[config.mk]
export PLATFORM = sky130hd
export DESIGN_NAME = ascon_block_padder
export DESIGN_NICKNAME = d
export VERILOG_FILES = /design/src/rtl/ascon_aead128_pkg.sv /design/src/rtl/ascon_pad_insert.sv /design/src/rtl/ascon_block_padder.sv
export SDC_FILE = /design/constraint.sdc
export NUM_CORES = 1
export LEC_CHECK = 0
export ABC_AREA = 0
export BUFFER_PORTS_ARGS = -buffer_cell sky130_fd_sc_hd__buf_2
export CAP_MARGIN = 20
export CORE_MARGIN = 2
export CORE_UTILIZATION = 40
export DETAILED_ROUTE_END_ITERATION = 12
export HOLD_SLACK_MARGIN = 0.06
export PLACE_DENSITY = 0.58
export SLEW_MARGIN = 20
export SYNTH_ARGS = -nofsm -noshare
export SYNTH_HDL_FRONTEND = slang
export SYNTH_HIERARCHICAL = 1
export SYNTH_SLANG_ARGS = --single-unit
[constraint.sdc]
create_clock -name clk -period 5.7 [get_ports clk]
set_input_delay 0 -clock clk [delete_from_list [all_inputs] [get_ports clk]]
set_output_delay 0 -clock clk [all_outputs]
set_load 0.005 [all_outputs]
[src/rtl/ascon_aead128_pkg.sv]
// Shared types and constants for the Ascon-AEAD128 datapath.
// Holds the block padder FSM encoding, padding byte and rate size.
package ascon_aead128_pkg;

  // Block padder control states.
  typedef enum logic [1:0] {
    FILL     = 2'd0,
    EMIT     = 2'd1,
    PAD_EMIT = 2'd2
  } padder_fsm_state;

  // Ascon padding marker appended after the last message byte.
  localparam logic [7:0] PAD_BYTE   = 8'h01;
  // Rate of Ascon-AEAD128 in bytes.
  localparam logic [4:0] RATE_BYTES = 5'd16;

  // Number of consecutive valid bytes in a keep mask, counted from bit 0.
  function automatic logic [2:0] keep_len(input logic [3:0] keep);
    logic [2:0] len;
    if (!keep[0])      len = 3'd0;
    else if (!keep[1]) len = 3'd1;
    else if (!keep[2]) len = 3'd2;
    else if (!keep[3]) len = 3'd3;
    else               len = 3'd4;
    return len;
  endfunction

endpackage

[src/rtl/ascon_pad_insert.sv]
// Combinational padding insertion: keeps the first n bytes of the buffer,
// places the padding byte at position n and zeroes everything above it.
// With n = 16 the buffer passes through unchanged.
module ascon_pad_insert
  import ascon_aead128_pkg::*;
(
  input  logic [127:0] buf_in,
  input  logic [4:0]   n_bytes,
  output logic [127:0] block
);

  // Per-byte select between message data, padding marker and zero.
  always_comb begin
    block = '0;
    for (int i = 0; i < 16; i++) begin
      if (5'(i) < n_bytes) begin
        block[8*i +: 8] = buf_in[8*i +: 8];
      end else if (5'(i) == n_bytes) begin
        block[8*i +: 8] = PAD_BYTE;
      end
    end
  end

endmodule

[src/rtl/ascon_block_padder.sv]
// Ascon block padder: packs 32-bit input words into 128-bit rate blocks,
// appends the 0x01 padding byte on the final block of a message and emits
// an extra padding-only block when the message ends exactly on a block
// boundary.
// Optional feature: define ASCON_PADDER_STATS_EN to add the blk_count output
// (16-bit wrapping count of output handshakes).
module ascon_block_padder
  import ascon_aead128_pkg::*;
(
  input  logic         clk,
  input  logic         rst_n,
  input  logic [31:0]  s_data,
  input  logic [3:0]   s_keep,
  input  logic         s_last,
  input  logic         s_valid,
  output logic         s_ready,
  output logic [127:0] m_block,
  output logic [4:0]   m_bytes,
  output logic         m_last,
  output logic         m_valid,
  input  logic         m_ready
`ifdef ASCON_PADDER_STATS_EN
  ,
  output logic [15:0]  blk_count
`endif
);

  padder_fsm_state state_q, state_d;
  logic [1:0]      widx_q, widx_d;
  logic [127:0]    buf_q, buf_d;
  logic [127:0]    blk_q, blk_d;
  logic [4:0]      bytes_q, bytes_d;
  logic            last_q, last_d;
  // Set when a full 16-byte final block still owes a padding-only block.
  logic            pad_pend_q, pad_pend_d;

  logic            s_fire;
  logic            m_fire;
  logic [2:0]      beat_bytes;
  logic [4:0]      n_total;
  logic [127:0]    buf_wr;
  logic [127:0]    padded;

  assign s_fire = s_valid && s_ready;
  assign m_fire = m_valid && m_ready;

  // Only the last beat may be partial; earlier beats always count as 4 bytes.
  assign beat_bytes = s_last ? keep_len(s_keep) : 3'd4;
  assign n_total    = {1'b0, widx_q, 2'b00} + {2'b00, beat_bytes};

  // Buffer as it looks with the current input word merged into its slot.
  always_comb begin
    buf_wr = buf_q;
    buf_wr[{widx_q, 5'b00000} +: 32] = s_data;
  end

  ascon_pad_insert u_pad_insert (
    .buf_in  (buf_wr),
    .n_bytes (n_total),
    .block   (padded)
  );

  // State and datapath registers.
  always_ff @(posedge clk or negedge rst_n) begin
    if (!rst_n) begin
      state_q    <= FILL;
      widx_q     <= 2'd0;
      buf_q      <= '0;
      blk_q      <= '0;
      bytes_q    <= 5'd0;
      last_q     <= 1'b0;
      pad_pend_q <= 1'b0;
    end else begin
      state_q    <= state_d;
      widx_q     <= widx_d;
      buf_q      <= buf_d;
      blk_q      <= blk_d;
      bytes_q    <= bytes_d;
      last_q     <= last_d;
      pad_pend_q <= pad_pend_d;
    end
  end

  // Next-state logic and handshake outputs.
  always_comb begin
    state_d    = state_q;
    widx_d     = widx_q;
    buf_d      = buf_q;
    blk_d      = blk_q;
    bytes_d    = bytes_q;
    last_d     = last_q;
    pad_pend_d = pad_pend_q;
    s_ready    = 1'b0;
    m_valid    = 1'b0;

    unique case (state_q)
      FILL: begin
        s_ready = 1'b1;
        if (s_fire) begin
          buf_d  = buf_wr;
          widx_d = widx_q + 2'd1;
          if (s_last || (widx_q == 2'd3)) begin
            state_d    = EMIT;
            blk_d      = padded;
            bytes_d    = n_total;
            last_d     = s_last && (n_total != RATE_BYTES);
            pad_pend_d = s_last && (n_total == RATE_BYTES);
          end
        end
      end

      EMIT: begin
        m_valid = 1'b1;
        if (m_ready) begin
          if (pad_pend_q) begin
            state_d    = PAD_EMIT;
            blk_d      = {120'd0, PAD_BYTE};
            bytes_d    = 5'd0;
            last_d     = 1'b1;
            pad_pend_d = 1'b0;
          end else begin
            state_d    = FILL;
            widx_d     = 2'd0;
            buf_d      = '0;
            blk_d      = '0;
            bytes_d    = 5'd0;
            last_d     = 1'b0;
            pad_pend_d = 1'b0;
          end
        end
      end

      PAD_EMIT: begin
        m_valid = 1'b1;
        if (m_ready) begin
          state_d    = FILL;
          widx_d     = 2'd0;
          buf_d      = '0;
          blk_d      = '0;
          bytes_d    = 5'd0;
          last_d     = 1'b0;
          pad_pend_d = 1'b0;
        end
      end

      default: begin
        state_d    = FILL;
        widx_d     = 2'd0;
        buf_d      = '0;
        blk_d      = '0;
        bytes_d    = 5'd0;
        last_d     = 1'b0;
        pad_pend_d = 1'b0;
      end
    endcase
  end

  assign m_block = blk_q;
  assign m_bytes = bytes_q;
  assign m_last  = last_q;

`ifdef ASCON_PADDER_STATS_EN
  logic [15:0] blk_count_q;

  // Count output handshakes; wraps naturally at 16 bits.
  always_ff @(posedge clk or negedge rst_n) begin
    if (!rst_n) begin
      blk_count_q <= 16'd0;
    end else if (m_fire) begin
      blk_count_q <= blk_count_q + 16'd1;
    end
  end

  assign blk_count = blk_count_q;
`else
  // Handshake strobe has no consumer without the statistics counter.
  logic unused_m_fire;
  assign unused_m_fire = m_fire;
`endif

endmodule

==> reports/qor.txt <==
Root Buffer = clkbuf_16
crit path capture = m_block[0]
GRT Total Usage = 0.213
WS Path Type = flip-flop to flip-flop
synth top area cells = dfrtp_1 47%, inv_1 10%, mux2i_1 9.4%
Pwr Total = 6.81 mW
complex-gate fraction of the synthesized area = 0.178
final core occ = 0.483
FMAX = 281 MHz
post-synth top area cell = dfrtp_1
total number of H-tree levels = 2
FF-to-FF path depth = 10
remaining global-route overflow = 0
cts repair resizes = 0
CTS tree = done
mux cell area share after synthesis = 0.0981
largest net degree at the start of global routing = 169
hold_ws = 0.0943 ns
Slew headroom = 0.288
Critical Path RT = 6.14 ns
worst r2r src = widx_q[0]
fillers = 3407
Min-Delay Path Class = primary input to async pin
r2r setup slk = 2.14 ns
Worst-Skew Late Latency = 0.52 ns
Initial Utilization = 0.404
die area = 0.0372 mm^2
total of max-cap violations = 0
largest family of logic cells by synthesized area = compound AO/OA/AOI/OAI gates
clock sinks = 267
Iter 0 DRT Violations = 640
post-synthesis adder-cell area fraction = 0.00966
io pins = 177
Layout Skew = 0.0358 ns
Core ar. = 0.0353 mm^2
endpoints failing setup = 0
status = finished, final reports clean
Slew @ Worst Pin = 1.06 ns
P&R area growth vs syn = 19.6%
drt first pass iters = 5
via count = 10847
final RePlAce weighted congestion = 0.758
drt total wl = 38700 um
TritonCTS Buffers = 34
RR Endpoint = m_block[0]
# port buffers = 176
first-pass GRT wire length = 62300 um
antenna fix cells = 0
Post-route DRC = 0
initial antenna violation count = 0
Post-Synth Simple-Gate Area = 0.108
fin. max-slew vios = 0
Synth Warn # = 6
RSZ-0062 raised after global routing = false
Leak = 8.94 nW
Tcrit/Tclk final = 0.624
minimum clock period = 3.56 ns
xor/xnor cell area share of the yosys netlist = 0
Syn Nets = 1562
HPWL Detailed = 23600 um
crit end category = flip-flop
worst vdd ir = 309 uV
Reg area = 0.00668 mm^2
cell count after synthesis = 1510
FP Rows = 69
Worst EP arrival = 4.00 ns
clock buffer depth = 3
Startpoint Class = flip-flop
die height = 193 um
Crit. Startpoint = widx_q[0]
Hold Fails Final Rpt = 0
area share of the leading cell type in the synthesized netlist = 0.469
postcts setup bufs = 0
vias in the first global route = 11082
Final Cell Area = 0.0170 mm^2
synthesized area = 0.0143 mm^2
Yosys reg bits = 267
die span in x = 193 um
Nets = 1732
drt wl/cell = 17.9 um
layout cell share with drive strength beyond 1 = 0.164
vias per std cell = 5.01
multi-input logic area = 0.00572 mm^2
ANT nets after route = 0
Cell variety after synth = 52
pwr/cell area = 399 mW/mm^2
placed inst area = 0.0155 mm^2
Syn Area/Cell = 9.44 um^2
Reg clk slew, reported paths = 0.06 ns
Max Fanout on Critical Path = 33
final setup TNS = 0 ns
register area share after synthesis = 0.469
==> synth_stat cells, drive strengths merged <==
master / instances
a2111oi: 1
a211oi: 2
a21o: 1
a21oi: 14
a22o: 2
a2bb2oi: 129
a31oi: 1
and2: 37
and2b: 4
and3: 1
and4: 1
and4b: 1
buf: 68
clkbuf: 31
dfrtp: 267
ha: 11
inv: 396
mux2: 5
mux2i: 134
nand2: 148
nand2b: 4
nand3: 3
nor2: 16
nor2b: 75
nor3: 3
nor3b: 2
nor4bb: 3
o2111ai: 2
o21ai: 7
o21ba: 1
o21bai: 1
o221ai: 2
o2bb2ai: 128
o31ai: 2
o32a: 1
o32ai: 1
or2: 2
or3: 2
or3b: 1
==> worst max-delay path, cell delays in order, from the launching register on <==
cell and delay, ns:
dfrtp_1 0.53, inv_1 0.22, ha_2 0.75, nor4bb_4 0.95, buf_4 0.44, a2bb2oi_1 0.14
inv_1 0.06, nand2b_1 0.09, nand2_1 0.06, nand2_1 0.10, mux2_2 0.14
==> repair_timing <==
action / 4_1_cts / 5_1_grt
hold endpoints to repair: 231 / 0
hold buffers: 40 / 0
setup endpoints to repair: 0 / 0
==> per-layer routing <==
metal | global-route usage | up-vias | wire, um
met1 | 0.298 | 5376 | 18400
li1 | - | 5213 | -
met5 | 0 | - | 0
met2 | 0.349 | 210 | 18000
met4 | 0.0476 | 0 | 711
met3 | 0.0284 | 48 | 1520
==> power by group <==
group	switching (mW)	internal, mW	total [mW]
Sequential	0.113	2.05	2.16
Clock	0.846	1.32	2.17
Combinational	1.55	0.923	2.48
Total	2.51	4.29	6.81
==> stage by stage <==
stage          setup WS [ns]  std cells
2_1_floorplan           3.51       1510
3_3_place_gp            2.26       2064
3_5_place_dp            2.14       2065
4_1_cts                 2.12       2166
5_1_grt                 1.92       2166
6_report                2.14       2166
==> state kept, by name (all words and copies together), names as in the netlist <==
signal,count
widx_q,2
state_q,2
m_last,1
pad_pend_q,1
m_block,128
m_bytes,5
buf_q,128
==> cell usage in the layout, fill, tap and decap left out, drive strengths merged, types with 7 or more instances in the layout <==
cell type	instances
a21oi	14
a2bb2oi	129
and2	37
buf	193
clkbuf	54
dfrtp	267
dlygate4sd3	40
ha	11
inv	397
mux2i	134
nand2	148
nor2	16
nor2b	75
o21ai	7
o2bb2ai	128
==> cells by family (layout without fill, tap and decap cells) <==
kind of cell,Yosys count,after routing
buf+inv,495,690
simple gates,303,303
compound gates,295,295
flops,267,267
mux,139,139
fa+ha+maj,11,11
==> area by class of cell <==
class / instances / area share
Clock inverter: 7 / 0.00389
Multi-Input combinational cell: 748 / 0.336
Clock buffer: 54 / 0.0622
Sequential cell: 267 / 0.392
Tap cell: 461 / 0.0338
Timing Repair Buffer: 233 / 0.0852
Inverter: 396 / 0.0872
==> worst min-delay path by stage <==
stage	startpoint	end	slack, ns
3_3_place_gp	rst_n	m_block[34]	0.1
5_1_grt	s_keep[0]	m_last	0.12
3_5_place_dp	rst_n	m_block[34]	0.11
6_report	rst_n	m_block[36]	0.09
2_1_floorplan	rst_n	buf_q[0]	-0.30
4_1_cts	s_keep[0]	m_last	0.09
No activity file was read; power rests on OpenSTA's default activity.
